--- src/rtl/pos_cell_access_ctrl_if.sv ---
// Signal bundle between the position cache logic, one cell RAM and the access controller.
interface pos_cell_access_ctrl_if #(
  parameter int unsigned DATA_WIDTH = 96,
  parameter int unsigned ADDR_WIDTH = 8
);
  logic                  stream_start;
  logic                  stream_busy;
  logic                  stream_valid;
  logic [DATA_WIDTH-1:0] stream_data;
  logic [ADDR_WIDTH-1:0] stream_id;
  logic                  stream_last;
  logic [ADDR_WIDTH-1:0] stream_count;
  logic                  stream_done;
  logic                  count_err;
  logic                  wr_req;
  logic [ADDR_WIDTH-1:0] wr_addr;
  logic [DATA_WIDTH-1:0] wr_data;
  logic                  wr_ack;
  logic [ADDR_WIDTH-1:0] mem_address;
  logic [DATA_WIDTH-1:0] mem_data;
  logic                  mem_rden;
  logic                  mem_wren;
  logic [DATA_WIDTH-1:0] mem_q;

  // master: the controller, which owns the RAM pins
  modport master (
    input  stream_start, wr_req, wr_addr, wr_data, mem_q,
    output stream_busy, stream_valid, stream_data, stream_id, stream_last,
           stream_count, stream_done, count_err, wr_ack,
           mem_address, mem_data, mem_rden, mem_wren
  );

  modport slave (
    output stream_start, wr_req, wr_addr, wr_data, mem_q,
    input  stream_busy, stream_valid, stream_data, stream_id, stream_last,
           stream_count, stream_done, count_err, wr_ack,
           mem_address, mem_data, mem_rden, mem_wren
  );
endinterface

--- src/rtl/pos_cell_access_ctrl.sv ---
// Shares one cell position RAM port between the full-cell fetch stream and the writeback path.
module pos_cell_access_ctrl #(
  parameter int unsigned DATA_WIDTH   = 96,
  parameter int unsigned ADDR_WIDTH   = 8,
  parameter int unsigned PARTICLE_NUM = 220
) (
  input logic                    clk,
  input logic                    rst,
  pos_cell_access_ctrl_if.master bus
);
  typedef enum logic [2:0] {IDLE, CNT_RD, CNT_WAIT, STREAM, DRAIN, DONE} state_t;

  localparam logic [ADDR_WIDTH-1:0] MAX_COUNT = ADDR_WIDTH'(PARTICLE_NUM - 1);

  state_t                state, state_next;
  logic [ADDR_WIDTH-1:0] rd_id, count_q, rd_addr, raw_count, clamped_count;
  logic                  count_err_q, prev_wr, rd_pending, wr_win, rd_win;
  logic                  count_ret, overflow;
  logic                  tag_cnt;
  logic [ADDR_WIDTH-1:0] tag_id;
  logic [1:0]            pipe_valid, pipe_cnt;
  logic [ADDR_WIDTH-1:0] pipe_id [2];
  logic                  mem_rden_q, mem_wren_q;
  logic [ADDR_WIDTH-1:0] mem_address_q;
  logic [DATA_WIDTH-1:0] mem_data_q;

  // Arbitration: a pending read yields to a write unless the previous grant was already a write
  always_comb begin
    rd_pending    = (state == CNT_RD) || (state == STREAM);
    wr_win        = bus.wr_req && !rst && (!rd_pending || !prev_wr);
    rd_win        = rd_pending && !wr_win;
    rd_addr       = (state == CNT_RD) ? '0 : rd_id;
    raw_count     = bus.mem_q[ADDR_WIDTH-1:0];
    overflow      = raw_count > MAX_COUNT;
    clamped_count = overflow ? MAX_COUNT : raw_count;
    count_ret     = pipe_valid[1] && pipe_cnt[1];
  end

  always_ff @(posedge clk or posedge rst) begin
    if (rst) state <= IDLE;
    else     state <= state_next;
  end

  always_comb begin
    state_next = state;
    case (state)
      IDLE:     if (bus.stream_start) state_next = CNT_RD;
      CNT_RD:   if (rd_win) state_next = CNT_WAIT;
      CNT_WAIT: if (count_ret) state_next = (clamped_count != '0) ? STREAM : DONE;
      STREAM:   if (rd_win && (rd_id == count_q)) state_next = DRAIN;
      // the last read is already on mem_q once the presented and first tracking stages are empty
      DRAIN:    if (!mem_rden_q && !pipe_valid[0]) state_next = DONE;
      DONE:     state_next = IDLE;
      default:  state_next = IDLE;
    endcase
  end

  always_comb begin
    bus.stream_busy  = (state == CNT_RD) || (state == CNT_WAIT) ||
                       (state == STREAM) || (state == DRAIN);
    bus.stream_done  = (state == DONE);
    bus.stream_valid = pipe_valid[1] && !pipe_cnt[1];
    bus.stream_id    = bus.stream_valid ? pipe_id[1] : '0;
    bus.stream_data  = bus.stream_valid ? bus.mem_q : '0;
    bus.stream_last  = bus.stream_valid && (pipe_id[1] == count_q);
    bus.stream_count = count_q;
    bus.count_err    = count_err_q;
    bus.wr_ack       = wr_win;
    bus.mem_address  = mem_address_q;
    bus.mem_data     = mem_data_q;
    bus.mem_rden     = mem_rden_q;
    bus.mem_wren     = mem_wren_q;
  end

  always_ff @(posedge clk or posedge rst) begin
    if (rst) begin
      mem_rden_q    <= 1'b0;
      mem_wren_q    <= 1'b0;
      mem_address_q <= '0;
      mem_data_q    <= '0;
      tag_cnt       <= 1'b0;
      tag_id        <= '0;
      pipe_valid    <= '0;
      pipe_cnt      <= '0;
      pipe_id[0]    <= '0;
      pipe_id[1]    <= '0;
      prev_wr       <= 1'b0;
      rd_id         <= '0;
      count_q       <= '0;
      count_err_q   <= 1'b0;
    end else begin
      mem_rden_q <= rd_win;
      mem_wren_q <= wr_win;
      if (rd_win) begin
        mem_address_q <= rd_addr;
      end else if (wr_win) begin
        mem_address_q <= bus.wr_addr;
        mem_data_q    <= bus.wr_data;
      end
      // tag rides with the presented op; mem_rden_q is its valid bit
      tag_cnt       <= (state == CNT_RD);
      tag_id        <= rd_addr;
      pipe_valid[0] <= mem_rden_q;
      pipe_cnt[0]   <= tag_cnt;
      pipe_id[0]    <= tag_id;
      pipe_valid[1] <= pipe_valid[0];
      pipe_cnt[1]   <= pipe_cnt[0];
      pipe_id[1]    <= pipe_id[0];
      prev_wr       <= wr_win;
      if (state == CNT_RD)
        rd_id <= ADDR_WIDTH'(1);
      else if ((state == STREAM) && rd_win)
        rd_id <= rd_id + ADDR_WIDTH'(1);
      if ((state == CNT_WAIT) && count_ret) begin
        count_q <= clamped_count;
        if (overflow) count_err_q <= 1'b1;
      end
    end
  end
endmodule

--- src/flat_wrapper.sv ---
// flat-port wrapper written by rule: the top's interface ports become plain ports
module pos_cell_access_ctrl_flat 
#(
  parameter int unsigned DATA_WIDTH   = 96,
  parameter int unsigned ADDR_WIDTH   = 8,
  parameter int unsigned PARTICLE_NUM = 220
)
  (clk, rst, bus_stream_start, bus_wr_req, bus_wr_addr, bus_wr_data, bus_mem_q, bus_stream_busy, bus_stream_valid, bus_stream_data, bus_stream_id, bus_stream_last, bus_stream_count, bus_stream_done, bus_count_err, bus_wr_ack, bus_mem_address, bus_mem_data, bus_mem_rden, bus_mem_wren);
  pos_cell_access_ctrl_if #(.DATA_WIDTH(DATA_WIDTH), .ADDR_WIDTH(ADDR_WIDTH)) bus_i ();
  input logic clk;
  input logic rst;
  input wire logic [$bits(bus_i.stream_start)-1:0] bus_stream_start;
  input wire logic [$bits(bus_i.wr_req)-1:0] bus_wr_req;
  input wire logic [$bits(bus_i.wr_addr)-1:0] bus_wr_addr;
  input wire logic [$bits(bus_i.wr_data)-1:0] bus_wr_data;
  input wire logic [$bits(bus_i.mem_q)-1:0] bus_mem_q;
  output wire logic [$bits(bus_i.stream_busy)-1:0] bus_stream_busy;
  output wire logic [$bits(bus_i.stream_valid)-1:0] bus_stream_valid;
  output wire logic [$bits(bus_i.stream_data)-1:0] bus_stream_data;
  output wire logic [$bits(bus_i.stream_id)-1:0] bus_stream_id;
  output wire logic [$bits(bus_i.stream_last)-1:0] bus_stream_last;
  output wire logic [$bits(bus_i.stream_count)-1:0] bus_stream_count;
  output wire logic [$bits(bus_i.stream_done)-1:0] bus_stream_done;
  output wire logic [$bits(bus_i.count_err)-1:0] bus_count_err;
  output wire logic [$bits(bus_i.wr_ack)-1:0] bus_wr_ack;
  output wire logic [$bits(bus_i.mem_address)-1:0] bus_mem_address;
  output wire logic [$bits(bus_i.mem_data)-1:0] bus_mem_data;
  output wire logic [$bits(bus_i.mem_rden)-1:0] bus_mem_rden;
  output wire logic [$bits(bus_i.mem_wren)-1:0] bus_mem_wren;
  assign bus_i.stream_start = bus_stream_start;
  assign bus_i.wr_req = bus_wr_req;
  assign bus_i.wr_addr = bus_wr_addr;
  assign bus_i.wr_data = bus_wr_data;
  assign bus_i.mem_q = bus_mem_q;
  assign bus_stream_busy = bus_i.stream_busy;
  assign bus_stream_valid = bus_i.stream_valid;
  assign bus_stream_data = bus_i.stream_data;
  assign bus_stream_id = bus_i.stream_id;
  assign bus_stream_last = bus_i.stream_last;
  assign bus_stream_count = bus_i.stream_count;
  assign bus_stream_done = bus_i.stream_done;
  assign bus_count_err = bus_i.count_err;
  assign bus_wr_ack = bus_i.wr_ack;
  assign bus_mem_address = bus_i.mem_address;
  assign bus_mem_data = bus_i.mem_data;
  assign bus_mem_rden = bus_i.mem_rden;
  assign bus_mem_wren = bus_i.mem_wren;
  pos_cell_access_ctrl #(.DATA_WIDTH(DATA_WIDTH), .ADDR_WIDTH(ADDR_WIDTH), .PARTICLE_NUM(PARTICLE_NUM)) u_core (.clk(clk), .rst(rst), .bus(bus_i));
endmodule
--- config.mk ---
export PLATFORM = sky130hd
export DESIGN_NAME = pos_cell_access_ctrl_flat
export DESIGN_NICKNAME = d
export VERILOG_FILES = /design/src/rtl/pos_cell_access_ctrl_if.sv /design/src/rtl/pos_cell_access_ctrl.sv /design/src/flat_wrapper.sv
export SDC_FILE = /design/constraint.sdc
export NUM_CORES = 1
export LEC_CHECK = 0
export BUFFER_PORTS_ARGS = -buffer_cell sky130_fd_sc_hd__buf_2
export CORE_AREA = 2 2 167 169
export DETAILED_ROUTE_END_ITERATION = 10
export DIE_AREA = 0 0 169 171
export GPL_TIMING_DRIVEN = 0
export SLEW_MARGIN = 15
export SYNTH_ARGS = -nofsm -noshare
export SYNTH_HDL_FRONTEND = slang
export SYNTH_SLANG_ARGS = --single-unit
--- constraint.sdc ---
create_clock -name clk -period 7.85 [get_ports clk]
set_clock_uncertainty 0.15 [all_clocks]
set_input_delay 1.57 -clock clk [delete_from_list [all_inputs] [get_ports clk]]
set_output_delay 1.57 -clock clk [all_outputs]
set_load 0.005 [all_outputs]
# --- Word level (Yosys, flattened, before mapping) ---
# Cells that the tools add are included.
# Widths: inputs -> output; s select.
word_totals:
  latch_bits: 0
  output_inout_bits: 224
  ramBits: 0
  register_bits: 155
  rom_bits: 0
  in_bits: 204
  n_memories: 0
  word_cells: 73
op_classes:
  bitwise_logic: 1
  n_reduce_logical: 29
  addsub: 1
  multipliers: 0
  n_shift: 0
  n_div: 0
  n_mux: 15
  order_cmp: 1
  eq_ne: 12
ops:
  columns: ["operator", "n"]
  rows:
  - ["$mux 96", 1]
  - ["$mux 8", 7]
  - ["$mux 3", 6]
  - ["$eq 8x8->1", 2]
  - ["$pmux 3 s5", 1]
  - ["$logic_and 1x1->1", 10]
  - ["$add 8x1->8 const B", 1]
  - ["$gt 8x8->1 const B", 1]
  - ["$reduce_bool 8->1", 1]
  - ["$logic_not 1->1", 7]
  - ["$eq 3x2->1 const B", 2]
  - ["$eq 3x3->1 const B", 2]
  - ["$ne 2x1->1 const B", 3]
  - ["$logic_or 1x1->1", 5]
  - ["$reduce_and 5->1", 1]
  - ["$ne 2x2->1 const B", 2]
  - ["$reduce_and 2->1", 2]
  - ["$reduce_bool 2->1", 2]
  - ["$eq 3x1->1 const B", 1]
  - ["$logic_not 3->1", 1]
  - ["$not 1->1", 1]

# --- Depth between registers and ports, before layout ---
depth:
  word_depth: 10
  depth_mapped: 8
  depth_no_buf: 5

# --- Worst setup path before layout ---
# Ideal clock, no wire load.
synth_path:
  path_type: "in2reg"
  from: "input port rst"
  to: "register u_core.mem_address_q[0] (netlist: u_core.bus.mem_address[0])"
  cell_stages: 4
  setup_time_ns: 0.130
  path_buffers: 0
  setup_slack_ns: 1.553
  required_time_ns: 7.570
  arrival_time_ns: 6.017
  path_cell_list: "inv_1 -> a21oi_1 -> a222oi_1 -> inv_1"
synth_between:
  elab_chain_cells: 6
  elab_cells_between_ends: 7
  classes_between: "1 x mux; 6 x reduce/logical"
synth_rtl:
  columns: ["item", "line_no", "source"]
  rows:
  - ["start, declared", "flat_wrapper.sv:11", "input logic rst;"]
  - ["$logic_not 1->1 *", "pos_cell_access_ctrl.sv:30", "wr_win = bus.wr_req && !rst && (!rd_pending || !prev_wr);"]
  - ["$logic_and 1x1->1 * (2 in series)", "pos_cell_access_ctrl.sv:30", null]
  - ["$logic_not 1->1", "pos_cell_access_ctrl.sv:31", "rd_win = rd_pending && !wr_win;"]
  - ["$logic_and 1x1->1", "pos_cell_access_ctrl.sv:31", null]
  - ["$mux 8 / $reduce_bool 2->1 (equally long branches)", null, null]
  - ["end signal, assigned", "pos_cell_access_ctrl.sv:95", "mem_address_q <= rd_addr;"]
  - ["end signal, assigned", "pos_cell_access_ctrl.sv:97", "mem_address_q <= bus.wr_addr;"]
  - ["end, declared", "pos_cell_access_ctrl.sv:24", "logic [ADDR_WIDTH-1:0] mem_address_q;"]
# Every way passes the cells marked *; elsewhere a longest branch is shown, timed or not.
# A chain may end at the register's enable or synchronous reset.

# --- Worst setup path after layout ---
layout_path:
  from: "input port rst"
  to: "output port bus_wr_ack"
layout_between:
  elab_chain_cells: 3
layout_rtl:
  columns: ["item", "line_no", "source"]
  rows:
  - ["$logic_not 1->1", "pos_cell_access_ctrl.sv:30", null]
  - ["$logic_and 1x1->1 (2 in series)", "pos_cell_access_ctrl.sv:30", null]
  - ["end, declared", "flat_wrapper.sv:25", "output wire logic [$bits(bus_i.wr_ack)-1:0] bus_wr_ack;"]
# Every way passes these cells.

==> metrics.txt <==
Antenna Nets Post-Route=0; post-CTS resize count=0; Max transition margin=0.409; most numerous cell in the Yosys netlist=dfrtp_1; Yosys reg bits=155; H-tree Lvls=4; period utilization=0.572; critical path type=primary input to output pin; wire per inst=16.6 µm; vias in the first global route=5532; final net count=1170; RSZ-0062 raised after global routing=false; number of synthesized flops with an enable pin=0; Chip Width=169 µm; core footprint=0.0273 mm²; GRT overflow=0; 1st-iter DRT viols=221; Routability Congestion=0.755; Tmin final=4.49 ns; top post-synthesis cells by area=dfrtp_1, mux2_2, and2_1, xor2_1, a222oi_1; Pre-antenna DRT Iters=4; Tot GR Track Use=0.144; CP peak stage delay=0.20 ns; outcome=completed; Reg2Reg Depth=5; # hold bufs at CTS=0; worst-path maximum fanout=11; via count=5631; DRC=0; max-slew violation count=0; die area=0.0289 mm²; CTS buffer count=17; synth warn=0; post-route insts no fill=1325; crit path capture type=output pin; Via density=4.25; Post-Place Cells=1292; TritonCTS clock tree=done; Syn Area/Cell=12.9 µm²; largest net degree at the start of global routing=96; R2R Setup Slk=5.86 ns; worst slack at placement=3.32 ns; Worst setup SP type=primary input; Top FF cell, synth=dfrtp_1; clock slew at reported path FFs=0.07 ns; worst-skew pair later-pin latency=0.41 ns; share of layout cells above drive strength 1=0.594; Hold Path Stages=0; post-route cell area=0.00988 mm²; WP data required=6.13 ns; Buf/Inv on CP=5; WL final=22000 µm; I/O Buffers=427; Die Height=171 µm; Final setup viols=0; initial antenna violation count=1; met2 WL=11100 µm; Clock Path Buffers=2; Syn Inst Count=518; met1 wire length=8300 µm; Clock Root Buffer=clkbuf_16; starting density of the core=0.244; postcts setup bufs=0; worst-path cell with the longest stage delay=a21o_4; crit-path cells=buf_2 > nand2b_1 > a21o_4 > inv_2 > buf_6 > buf_6 > buf_2; filler instances=2748; global-route wire length before repair=31500 µm; share of the synthesized area in the top cell type=0.581; Slew @ Worst Pin=0.887 ns; Worst Hold Class=register to register; WL met3=1990 µm; Hold Path End=u_core.pipe_id[13]$_DFF_PP0_; most frequent cells after synthesis=dfrtp_1, and2_1, mux2_2; fin util=0.362; worst flop-to-flop path startpoint=u_core.state[2]$_DFFE_PP0P_; hold_sp=u_core.tag_id[5]$_DFF_PP0_; Fin. Hold Viols=0; Sink Count=155; fin worst setup slack=3.36 ns; Pleak=5.06 nW; Post-DP Area=0.00928 mm²; HPWL Detailed=17400 µm; pwr/cell area=290 mW/mm²; Ports=428; delay-heaviest family, CP=buffers and inverters; Design Power=2.87 mW; r2r endpoint=u_core.bus.mem_address[4]$_DFFE_PP0P_; maximum vdd drop=0.154 mV; post-synthesis to final-layout area growth=47.9%; register area share after synthesis=0.581; Yosys cell types=42; Max Fclk=223 MHz; Mapped Area=0.00668 mm²; syn_nets=723; top layer in use=met4; Synth area leader=dfrtp_1; worst endpoint data arrival time=2.77 ns; async set-reset flop share out of synthesis=1.00; # rows=61; maxcap violations=0
==> per-layer routing <==
metal	up-vias	global-route usage
met2	272	0.256
met1	2693	0.159
met5	-	0
met4	0	0.0531
li1	2643	-
met3	23	0.0518
==> state kept, by name, summed over array words and instances (netlist names) <==
| name | cells |
|---|---|
| u_core.pipe_valid | 2 |
| u_core.tag_cnt | 1 |
| u_core.bus.mem_rden | 1 |
| u_core.pipe_cnt | 2 |
| u_core.bus.count_err | 1 |
| u_core.rd_id | 8 |
| u_core.prev_wr | 1 |
| u_core.tag_id | 8 |
| u_core.bus.mem_address | 8 |
| u_core.state | 3 |
| u_core.pipe_id | 16 |
| u_core.bus.mem_data | 96 |
| u_core.bus.stream_count | 8 |
==> cells by family after synthesis <==
kind of cell	after synthesis	share of synthesized area
buffers and inverters	41	0.0330
AOI/OAI and AO/OA	36	0.0393
muxes	98	0.165
DFF	155	0.581
and+or+nand+nor	165	0.151
adders and majority gates	1	0.00187
xor gates and xnor gates	22	0.0289
==> report_power, final <==
part,switching (mW),internal (mW)
clock network,0.354,0.481
logic,0.430,0.471
registers,0.131,1.00
==> worst max-delay path by stage <==
stage	to	start	slack (ns)	cells after the start
2_1_floorplan	u_core.bus.mem_address[0]$_DFFE_PP0P_	rst	1.55	4
3_3_place_gp	u_core.bus.mem_address[7]$_DFFE_PP0P_	rst	-1.14	5
3_5_place_dp	bus_wr_ack	rst	3.32	7
4_1_cts	bus_wr_ack	rst	3.32	7
5_1_grt	bus_wr_ack	rst	3.29	7
6_report	bus_wr_ack	rst	3.36	7
==> stage by stage <==
step                TNS, ns  hold slack, ns
global placement     -41.85           0.182
global route              0           0.200
floorplan                 0           0.181
detailed placement        0           0.185
CTS                       0           0.193
finish                    0           0.196
==> worst reg2reg max path: stages (launching register included) <==
cell	delay [ns]
dfrtp_1	0.37
buf_6	0.14
nand2b_1	0.21
nor3_2	0.70
a222oi_1	0.25
inv_1	0.11
==> layout by cell type, fill, tap and decap left out, drive strengths merged, types with 5 or more instances in the layout <==
| master | instances |
|---|---|
| a21oi | 9 |
| a222oi | 8 |
| and2 | 105 |
| buf | 443 |
| clkbuf | 33 |
| dfrtp | 155 |
| inv | 19 |
| mux2 | 98 |
| nand2 | 8 |
| nor2 | 16 |
| nor2b | 11 |
| nor4 | 5 |
| o21ai | 7 |
| xnor2 | 8 |
| xor2 | 14 |
==> final cells by class <==
| cell class | instances | area [µm²] | share of cell area |
|---|---|---|---|
| well taps | 346 | 433 | 0.0438 |
| clock inverters | 12 | 158 | 0.0160 |
| plain buffers | 28 | 171 | 0.0173 |
| inverters | 13 | 56.3 | 0.00570 |
| multi-input cells | 322 | 2580 | 0.261 |
| flip-flops and latches | 155 | 3880 | 0.393 |
| repair buffers | 428 | 2160 | 0.219 |
| clock buffers | 20 | 437 | 0.0442 |
| diodes | 1 | 2.50 | 0.000253 |
(Power assumes the default switching activity.)
